**src/rtl/instruction_decode_stage.sv**
```systemverilog
// Registered decode stage between fetch and execute: valid/ready on both sides,
// conditional-jump stall on stale flags, circular return-address stack, wrong-path squash.
module instruction_decode_stage #(
  parameter int unsigned INS_W       = 21,
  parameter int unsigned ADDR_W      = 16,
  parameter int unsigned REG_AW      = 5,
  parameter int unsigned MEM_AW      = 10,
  parameter int unsigned STACK_DEPTH = 4
) (
  input  logic                         clk,
  input  logic                         rst_n,
  input  logic                         in_valid,
  output logic                         in_ready,
  input  logic [INS_W-1:0]             ins,
  input  logic [ADDR_W-1:0]            ins_addr,
  input  logic [4:0]                   flags,
  input  logic                         flags_valid,
  output logic                         out_valid,
  input  logic                         out_ready,
  output logic                         A_ce,
  output logic                         REGS_ce,
  output logic                         flags_ce,
  output logic                         load_pc,
  output logic                         PC_source,
  output logic                         block_cy_ov,
  output logic                         mem_we,
  output logic [1:0]                   arg_source,
  output logic [2:0]                   opcode,
  output logic [ADDR_W-1:0]            new_pc,
  output logic [ADDR_W-1:0]            instant,
  output logic [REG_AW-1:0]            REGS_addr,
  output logic [MEM_AW-1:0]            mem_addr,
  output logic [$clog2(STACK_DEPTH):0] stack_level,
  output logic                         stack_err
);

  localparam int unsigned SP_W  = $clog2(STACK_DEPTH);
  localparam int unsigned LVL_W = SP_W + 1;

  localparam logic [4:0] OP_JMP  = 5'b01001;
  localparam logic [4:0] OP_CALL = 5'b01101;
  localparam logic [4:0] OP_JZ   = 5'b01010;
  localparam logic [4:0] OP_CZ   = 5'b01110;
  localparam logic [4:0] OP_JOV  = 5'b01011;
  localparam logic [4:0] OP_COV  = 5'b01111;
  localparam logic [4:0] OP_RET  = 5'b10001;

  logic [4:0]        op;
  logic              flag_z;
  logic              flag_ov;
  logic              unused_flags;
  logic              is_cond;
  logic              cond_stall;
  logic              discard;
  logic              accept;
  logic              load;

  logic              squash;
  logic [ADDR_W-1:0] target;

  logic [ADDR_W-1:0] stack_mem [STACK_DEPTH];
  logic [SP_W-1:0]   sp;
  logic [ADDR_W-1:0] stack_top;
  logic [ADDR_W-1:0] push_val;

  logic              jump;
  logic              call;
  logic              push;
  logic              pop;
  logic              err_set;
  logic              d_a_ce;
  logic              d_regs_ce;
  logic              d_flags_ce;
  logic              d_load_pc;
  logic              d_pc_source;
  logic              d_block_cy_ov;
  logic              d_mem_we;
  logic [1:0]        d_arg_source;
  logic [ADDR_W-1:0] d_new_pc;

  assign op           = ins[INS_W-1 -: 5];
  assign flag_z       = flags[4];
  assign flag_ov      = flags[0];
  assign unused_flags = ^flags[3:1];
  assign stack_top    = stack_mem[sp - SP_W'(1)];
  assign push_val     = ins_addr + ADDR_W'(1);

  // Handshake: conditional jumps wait for settled flags unless the beat is wrong-path
  always_comb begin
    is_cond    = (op == OP_JZ) || (op == OP_CZ) || (op == OP_JOV) || (op == OP_COV);
    cond_stall = in_valid && is_cond && !flags_valid && !squash;
    in_ready   = (!out_valid || out_ready) && !cond_stall;
    discard    = squash && (ins_addr != target);
    accept     = in_valid && in_ready;
    load       = accept && !discard;
  end

  // Opcode decode; stack effects are only committed when the beat loads
  always_comb begin
    jump          = 1'b0;
    call          = 1'b0;
    push          = 1'b0;
    pop           = 1'b0;
    err_set       = 1'b0;
    d_a_ce        = 1'b0;
    d_regs_ce     = 1'b0;
    d_flags_ce    = 1'b0;
    d_load_pc     = 1'b0;
    d_pc_source   = 1'b0;
    d_block_cy_ov = 1'b0;
    d_mem_we      = 1'b0;
    d_arg_source  = 2'b00;
    d_new_pc      = '0;
    case (op)
      5'b00000, 5'b00100, 5'b01000, 5'b01100, 5'b10000, 5'b10100: begin
        d_a_ce     = 1'b1;
        d_flags_ce = 1'b1;
      end
      5'b00001, 5'b00101: begin
        d_a_ce        = 1'b1;
        d_flags_ce    = 1'b1;
        d_arg_source  = 2'b01;
        d_block_cy_ov = 1'b1;
      end
      OP_JMP:  jump = 1'b1;
      OP_CALL: begin jump = 1'b1; call = 1'b1; end
      OP_JZ:   jump = flag_z;
      OP_CZ:   begin jump = flag_z; call = flag_z; end
      OP_JOV:  jump = flag_ov;
      OP_COV:  begin jump = flag_ov; call = flag_ov; end
      OP_RET: begin
        if (stack_level != '0) begin
          d_load_pc = 1'b1;
          d_new_pc  = stack_top;
          pop       = 1'b1;
        end else begin
          err_set = 1'b1;
        end
      end
      5'b11100, 5'b11101, 5'b11110: begin
        d_a_ce        = 1'b1;
        d_pc_source   = 1'b1;
        d_arg_source  = op[1:0];
        d_block_cy_ov = 1'b1;
      end
      5'b11001, 5'b11010: begin
        d_regs_ce     = op[0];
        d_mem_we      = op[1];
        d_pc_source   = 1'b1;
        d_arg_source  = 2'b01;
        d_block_cy_ov = 1'b1;
      end
      default: ;
    endcase
    if (jump) begin
      d_load_pc     = 1'b1;
      d_new_pc      = ins[ADDR_W-1:0];
      d_arg_source  = 2'b01;
      d_block_cy_ov = 1'b1;
      push          = call;
    end
  end

  // Output registers, squash tracking and stack pointers
  always_ff @(posedge clk) begin
    if (!rst_n) begin
      out_valid   <= 1'b0;
      A_ce        <= 1'b0;
      REGS_ce     <= 1'b0;
      flags_ce    <= 1'b0;
      load_pc     <= 1'b0;
      PC_source   <= 1'b0;
      block_cy_ov <= 1'b0;
      mem_we      <= 1'b0;
      arg_source  <= 2'b00;
      opcode      <= '0;
      new_pc      <= '0;
      instant     <= '0;
      REGS_addr   <= '0;
      mem_addr    <= '0;
      squash      <= 1'b0;
      target      <= '0;
      sp          <= '0;
      stack_level <= '0;
      stack_err   <= 1'b0;
    end else begin
      if (load) begin
        out_valid   <= 1'b1;
        A_ce        <= d_a_ce;
        REGS_ce     <= d_regs_ce;
        flags_ce    <= d_flags_ce;
        load_pc     <= d_load_pc;
        PC_source   <= d_pc_source;
        block_cy_ov <= d_block_cy_ov;
        mem_we      <= d_mem_we;
        arg_source  <= d_arg_source;
        opcode      <= ins[INS_W-1 -: 3];
        new_pc      <= d_new_pc;
        instant     <= ins[ADDR_W-1:0];
        REGS_addr   <= ins[REG_AW-1:0];
        mem_addr    <= ins[MEM_AW-1:0];
        squash      <= d_load_pc;
        if (d_load_pc) target <= d_new_pc;
        if (push) begin
          sp <= sp + SP_W'(1);
          if (stack_level == LVL_W'(STACK_DEPTH)) stack_err <= 1'b1;
          else stack_level <= stack_level + LVL_W'(1);
        end else if (pop) begin
          sp          <= sp - SP_W'(1);
          stack_level <= stack_level - LVL_W'(1);
        end
        if (err_set) stack_err <= 1'b1;
      end else if (out_ready) begin
        out_valid <= 1'b0;
      end
    end
  end

  // Stack storage; a push into a full stack lands on the oldest slot
  always_ff @(posedge clk) begin
    if (load && push) stack_mem[sp] <= push_val;
  end

endmodule

```
**config.mk**
```make
export PLATFORM = sky130hd
export DESIGN_NAME = instruction_decode_stage
export DESIGN_NICKNAME = d
export VERILOG_FILES = /design/src/rtl/instruction_decode_stage.sv
export SDC_FILE = /design/constraint.sdc
export NUM_CORES = 1
export LEC_CHECK = 0
export CAP_MARGIN = 10
export CORE_ASPECT_RATIO = 0.7
export CORE_MARGIN = 3
export CORE_UTILIZATION = 52
export DETAILED_ROUTE_END_ITERATION = 10
export PLACE_DENSITY = 0.8
export SETUP_SLACK_MARGIN = 0.1
export SYNTH_ARGS = -nofsm -noshare
export SYNTH_HDL_FRONTEND = slang
export SYNTH_SLANG_ARGS = --single-unit
```
**constraint.sdc**
```tcl
create_clock -name clk -period 4 [get_ports clk]
set_input_delay 0.8 -clock clk [delete_from_list [all_inputs] [get_ports clk]]
set_output_delay 0.8 -clock clk [all_outputs]
set_load 0.02 [all_outputs]
```
**Word level (Yosys, flattened, before mapping)**

Memory sizes are Yosys's and may differ from the RTL's.
Index checks and enable logic that the tools add are counted.
Widths: inputs -> output; s select.

- Mux-type cells: 32
- Equality and inequality tests: 22
- Reduce and logical (&&, ||, !) cells: 37
- Add/subtract/negate cells: 5

Operators with widths:

| cell | count |
|---|---|
| $mux 16 | 3 |
| $eq 5x4->1 const B | 8 |
| $eq 5x5->1 const B | 8 |
| $mux 1 | 20 |
| $add 16x1->16 const B | 1 |
| $ne 16x16->1 | 1 |
| $reduce_or 11->1 | 1 |
| $eq 5x3->1 const B | 2 |
| $mux 3 | 3 |
| $logic_and 1x1->1 | 8 |
| $reduce_bool 2->1 | 4 |
| $reduce_or 2->1 | 4 |
| $reduce_or 8->1 | 1 |
| $reduce_or 7->1 | 1 |
| $mux 2 | 3 |
| $pmux 1 s3 | 2 |
| $reduce_and 3->1 | 2 |
| $eq 5x1->1 const B | 1 |
| $logic_not 1->1 | 5 |
| $logic_not 5->1 | 1 |
| $reduce_or 5->1 | 1 |
| $logic_or 1x1->1 | 4 |
| $pmux 2 s2 | 1 |
| $reduce_and 2->1 | 2 |
| other kinds (9) | 9 |

- Word-level logic and storage cells: 115
- Register bits after elaboration: 82
- Output and inout port bits: 65
- Memories: 1
- Memory bits (writable): 64

Memory list:

| name | depth | width | read ports | clocked after Yosys merged registers in | wr ports | RTL line | source |
|---|---|---|---|---|---|---|---|
| stack_mem | 4 | 16 | 1 | 0 | 1 | 61 | `logic [ADDR_W-1:0] stack_mem [STACK_DEPTH];` |

**Logic depth before layout (Yosys ltp)**

- Depth after elaboration: 14
- Mapped depth: 10

**Worst setup path before layout**

No wires, ideal clock.

- Path kind: register to register
- Start: reg sp[0]
- End: reg new_pc[0]
- Arrival time: 2.798 ns
- Setup slack: 1.085 ns
- Setup time: 0.116 ns
- Stages on the path, launching flop included: 10
- Path buffers: 3
- Period minus slack after synthesis: 2.915 ns
- Cell sequence: dfxtp_1 -> buf_2 -> buf_1 -> inv_1 -> ha_1 -> clkbuf_1 -> mux4_2 -> a22o_1 -> and3_1 -> a31o_2

- Longest elaborated chain between the ends: 5

RTL lines:

| item | RTL line | source |
|---|---|---|
| start: declaration | 62 | `logic [SP_W-1:0] sp;` |
| start signal: assignment | 205 | `sp <= sp + SP_W'(1);` |
| start signal: assignment | 209 | `sp <= sp - SP_W'(1);` |
| $sub 2x1->2 | 85 | `assign stack_top = stack_mem[sp - SP_W'(1)];` |
| $mem_v2 4x16 | -- |  |
| $mux 16 | 132 | `if (stack_level != '0) begin` |
| $mux 16 | 114 | `case (op)` |
| $mux 16 | 155 | `if (jump) begin` |
| end signal: assignment | 198 | `new_pc <= d_new_pc;` |
| end: declaration | 29 | `output logic [ADDR_W-1:0] new_pc,` |

Every way passes these cells.
A chain may end at the register's enable or synchronous reset.

**Final worst setup path**

- Start: in ins[19]
- End: out in_ready

- Longest elaborated chain between the ends: 9
- Elaborated cells on any way between the ends: 12
- Classes of those cells: 4 x eq/ne; 8 x reduce/logical

RTL lines:

| item | RTL line | source |
|---|---|---|
| start: declaration | 14 | `input logic [INS_W-1:0] ins,` |
| $eq 5x4->1 | 90 | `is_cond = (op == OP_JZ) \|\| (op == OP_CZ) \|\| (op == OP_JOV) \|\| (op == OP_COV);` |
| $logic_or 1x1->1 (2 in series) | 90 |  |
| $logic_or 1x1->1 * | 90 |  |
| $logic_and 1x1->1 * (3 in series) | 91 | `cond_stall = in_valid && is_cond && !flags_valid && !squash;` |
| $logic_not 1->1 * | 92 | `in_ready = (!out_valid \|\| out_ready) && !cond_stall;` |
| $logic_and 1x1->1 * | 92 |  |
| end: declaration | 13 | `output logic in_ready,` |

Mark *: on every way between the ends. The rest lies on a longest branch, timed or not.

==> flow_metrics.py <==
metrics = {
    "status": {
        "status": "complete, no violations",
    },
    "setup_path": {
        "cp.arrival_ns": 2.56,
        "required_ns": 3.20,
        "ff2ff_path_depth": 6,
        "startpoint_type": "primary input",
        "critPathKind": "in2out",
        "cp_max_fo": 8,
        "end_kind": "output pin",
    },
    "die": {
        "dieArea_um2": 12500,
        "die_w_um": 132,
        "start_util_pct": 54.7,
        "rows": 31,
        "num_io_pins": 112,
        "coreArea_um2": 10600,
        "die_h_um": 94.3,
    },
    "place": {
        "place_hpwl_um": 9610,
        "gp_congestion": 0.864,
        "place_ws_ns": 0.484,
        "dpl_cell_area_um2": 6930,
        "place.port_buffers": 108,
        "dp_cells": 721,
    },
    "final_layout": {
        "nets": 645,
        "utilization_pct": 71.1,
        "seq_area_um2": 3260,
        "drive_above_1_share_pct": 12.6,
        "fillCellCount": 756,
        "fin_cells": 753,
        "finalInstanceArea_um2": 7530,
        "diodes": 0,
        "syn_to_final_growth_pct": 30.0,
        "multiInputGateArea_um2": 2260,
    },
    "sta": {
        "rsz0062_at_grt": "false",
        "clock_skew_ns": 0.0146,
        "max_slew_margin_pct": 37.6,
        "worstMarginPinSlew_ns": 0.936,
        "max_freq_mhz": 297,
        "hold_ws_ns": 0.453,
        "timing.final.ws_setup_ns": 0.638,
        "maxSlewViolCount": 0,
        "min_period_ns": 3.36,
        "post-route-period-util_pct": 84.0,
        "hold_viol": 0,
        "setup_viol": 0,
        "setup_tns_ns": 0,
    },
    "global_routing": {
        "globalRouteOverflowTotal": 0,
        "grt_usage_pct": 23.1,
        "grt_pass1_wl_um": 21800,
        "grt_pass1_vias": 4085,
        "grt_max_degree": 57,
        "antenna_found_initial": 0,
    },
    "clock_tree": {
        "clkTransAtPathRegs_ns": 0.06,
        "post_cts_buffers": 0,
        "cts.sinks": 131,
        "root_buffer": "clkbuf_16",
        "numCtsBuffers": 17,
        "cts_tree": "yes",
        "h-tree-depth": 4,
        "ctsResizeCount": 0,
        "clk_path_buf_depth": 2,
        "clk_latency_ns": 0.42,
        "ctsHoldBuffers": 0,
    },
    "synth": {
        "ys_seq_elements": 131,
        "yosysUniqueCellTypes": 52,
        "synth_area_per_cell_um2": 11.6,
        "syn_area_um2": 5790,
        "ys_seq_area_share_pct": 56.4,
        "async_flop_share_pct": 0,
        "synth_enable_flop_cells": 64,
        "synth_ff_type": "dfxtp_1",
        "synth_fp_nets": 551,
        "yosys_warnings": 0,
        "postSynthCellCount": 498,
    },
    "pwr": {
        "leakage_nw": 2.69,
        "power_density_nw_per_um2": 441,
        "vdd_ir_drop_max_v": 0.000300,
        "design_power_total_mw": 3.32,
    },
    "route": {
        "wl_per_cell_um": 18.7,
        "vias_per_cell": 5.68,
        "drc": 0,
        "drt-initial-drc-count": 431,
        "wl_um": 14100,
        "ant_nets": 0,
        "first_pass_iters": 6,
        "num_vias": 4277,
    },
    "worst_hold_path": {
        "holdPathStages": 2,
        "hp-class": "reg2reg",
    },
    "flow_run": {
        "drv_cap": 0,
    },
}
-- cell usage after synthesis, types with 3 or more instances --
cell / count / area share (%)
a21boi_0: 39 / 5.1
a21oi_1: 7 / 0.61
a22o_1: 14 / 2.1
a31o_2: 12 / 1.8
and3_1: 16 / 1.7
buf_2: 10 / 0.86
buf_4: 15 / 1.9
clkbuf_1: 23 / 1.5
dfxtp_1: 67 / 23
edfxtp_1: 64 / 33
ha_1: 5 / 1.1
inv_1: 6 / 0.39
mux4_2: 16 / 6.2
nand2_1: 81 / 5.3
nand2b_1: 3 / 0.32
nand3_1: 7 / 0.61
nand4_1: 5 / 0.54
nor2_1: 19 / 1.2
nor2b_1: 3 / 0.32
o211a_1: 6 / 1.0
o21ai_0: 10 / 0.86
o311ai_0: 3 / 0.45
xnor2_1: 26 / 3.9
xor2_1: 5 / 0.76
-- power by group --
part | total, mW | internal (mW) | switching [mW]
combinational | 0.325 | 0.150 | 0.176
clock | 1.54 | 0.987 | 0.553
sequential | 1.45 | 1.43 | 0.0172
-- final timing paths --
kind                               from  slack [ns]   endpoint
worst max-delay path            ins[19]        0.64   in_ready
worst min-delay path            REGS_ce        0.45    REGS_ce
worst max register to register    sp[1]        1.43  target[0]
worst min register to register  REGS_ce        0.45    REGS_ce
-- worst max-delay path: stages --
cell and delay (ns):
clkdlybuf4s50_1 0.63, nor2b_1 0.38, a41oi_1 0.16, clkdlybuf4s50_1 0.58
-- registers in the layout (all words and copies together) (netlist names), 2 cells and up --
register / count
sp: 2
opcode: 3
new_pc: 16
stack_mem: 64
instant: 16
arg_source: 2
stack_level: 3
target: 16
-- cell families after synthesis --
family	count (synthesis)	synth area share [%]
and+or+nand+nor	149	11.8
DFF	131	56.4
AOI/OAI and AO/OA	107	14.2
buffers and inverters	55	4.75
xor gates and xnor gates	31	4.69
muxes	18	6.57
adders and majority gates	7	1.60
-- metal layers --
| metal | wire, um | GRT usage (%) | vias to the layer above |
|---|---|---|---|
| li1 | - | - | 1984 |
| met1 | 6070 | 31.1 | 2067 |
| met2 | 6280 | 35.8 | 201 |
| met3 | 1480 | 6.91 | 25 |
| met4 | 235 | 8.22 | 0 |
| met5 | 0 | 0 | - |
-- layout make-up --
class | count | share of cell area [%]
inverters | 6 | 0.299
flip-flops and latches | 131 | 43.4
clock buffers | 25 | 7.08
repair buffers | 124 | 15.9
multi-input cells | 312 | 30.0
clock inverters | 7 | 0.898
well taps | 148 | 2.46
-- layout by cell type (no fill, tap or decap), types with 2 or more instances in the layout --
cell             instances
o311ai_0                 3
ha_1                     5
nor3b_1                  2
nor2b_1                  3
nand2b_1                 3
o21ai_0                 10
nor3_1                   2
or3_1                    2
a31o_2                  12
o211a_1                  6
nand3_1                  7
clkinv_4                 2
nand3b_1                 2
o21a_1                   2
xnor2_1                 26
xor2_1                   5
mux2i_1                  2
clkinv_2                 4
a21boi_0                39
buf_4                   16
clkbuf_16               20
inv_1                    6
nand2_1                 81
mux4_2                  16
dfxtp_1                 67
a22o_1                  14
edfxtp_1                64
clkdlybuf4s50_1        107
a22oi_1                  2
nor4_1                   2
nor2_1                  18
and3_1                  16
a21oi_1                  7
clkbuf_1                 3
nand4_1                  5
(Power assumes the default switching activity.)
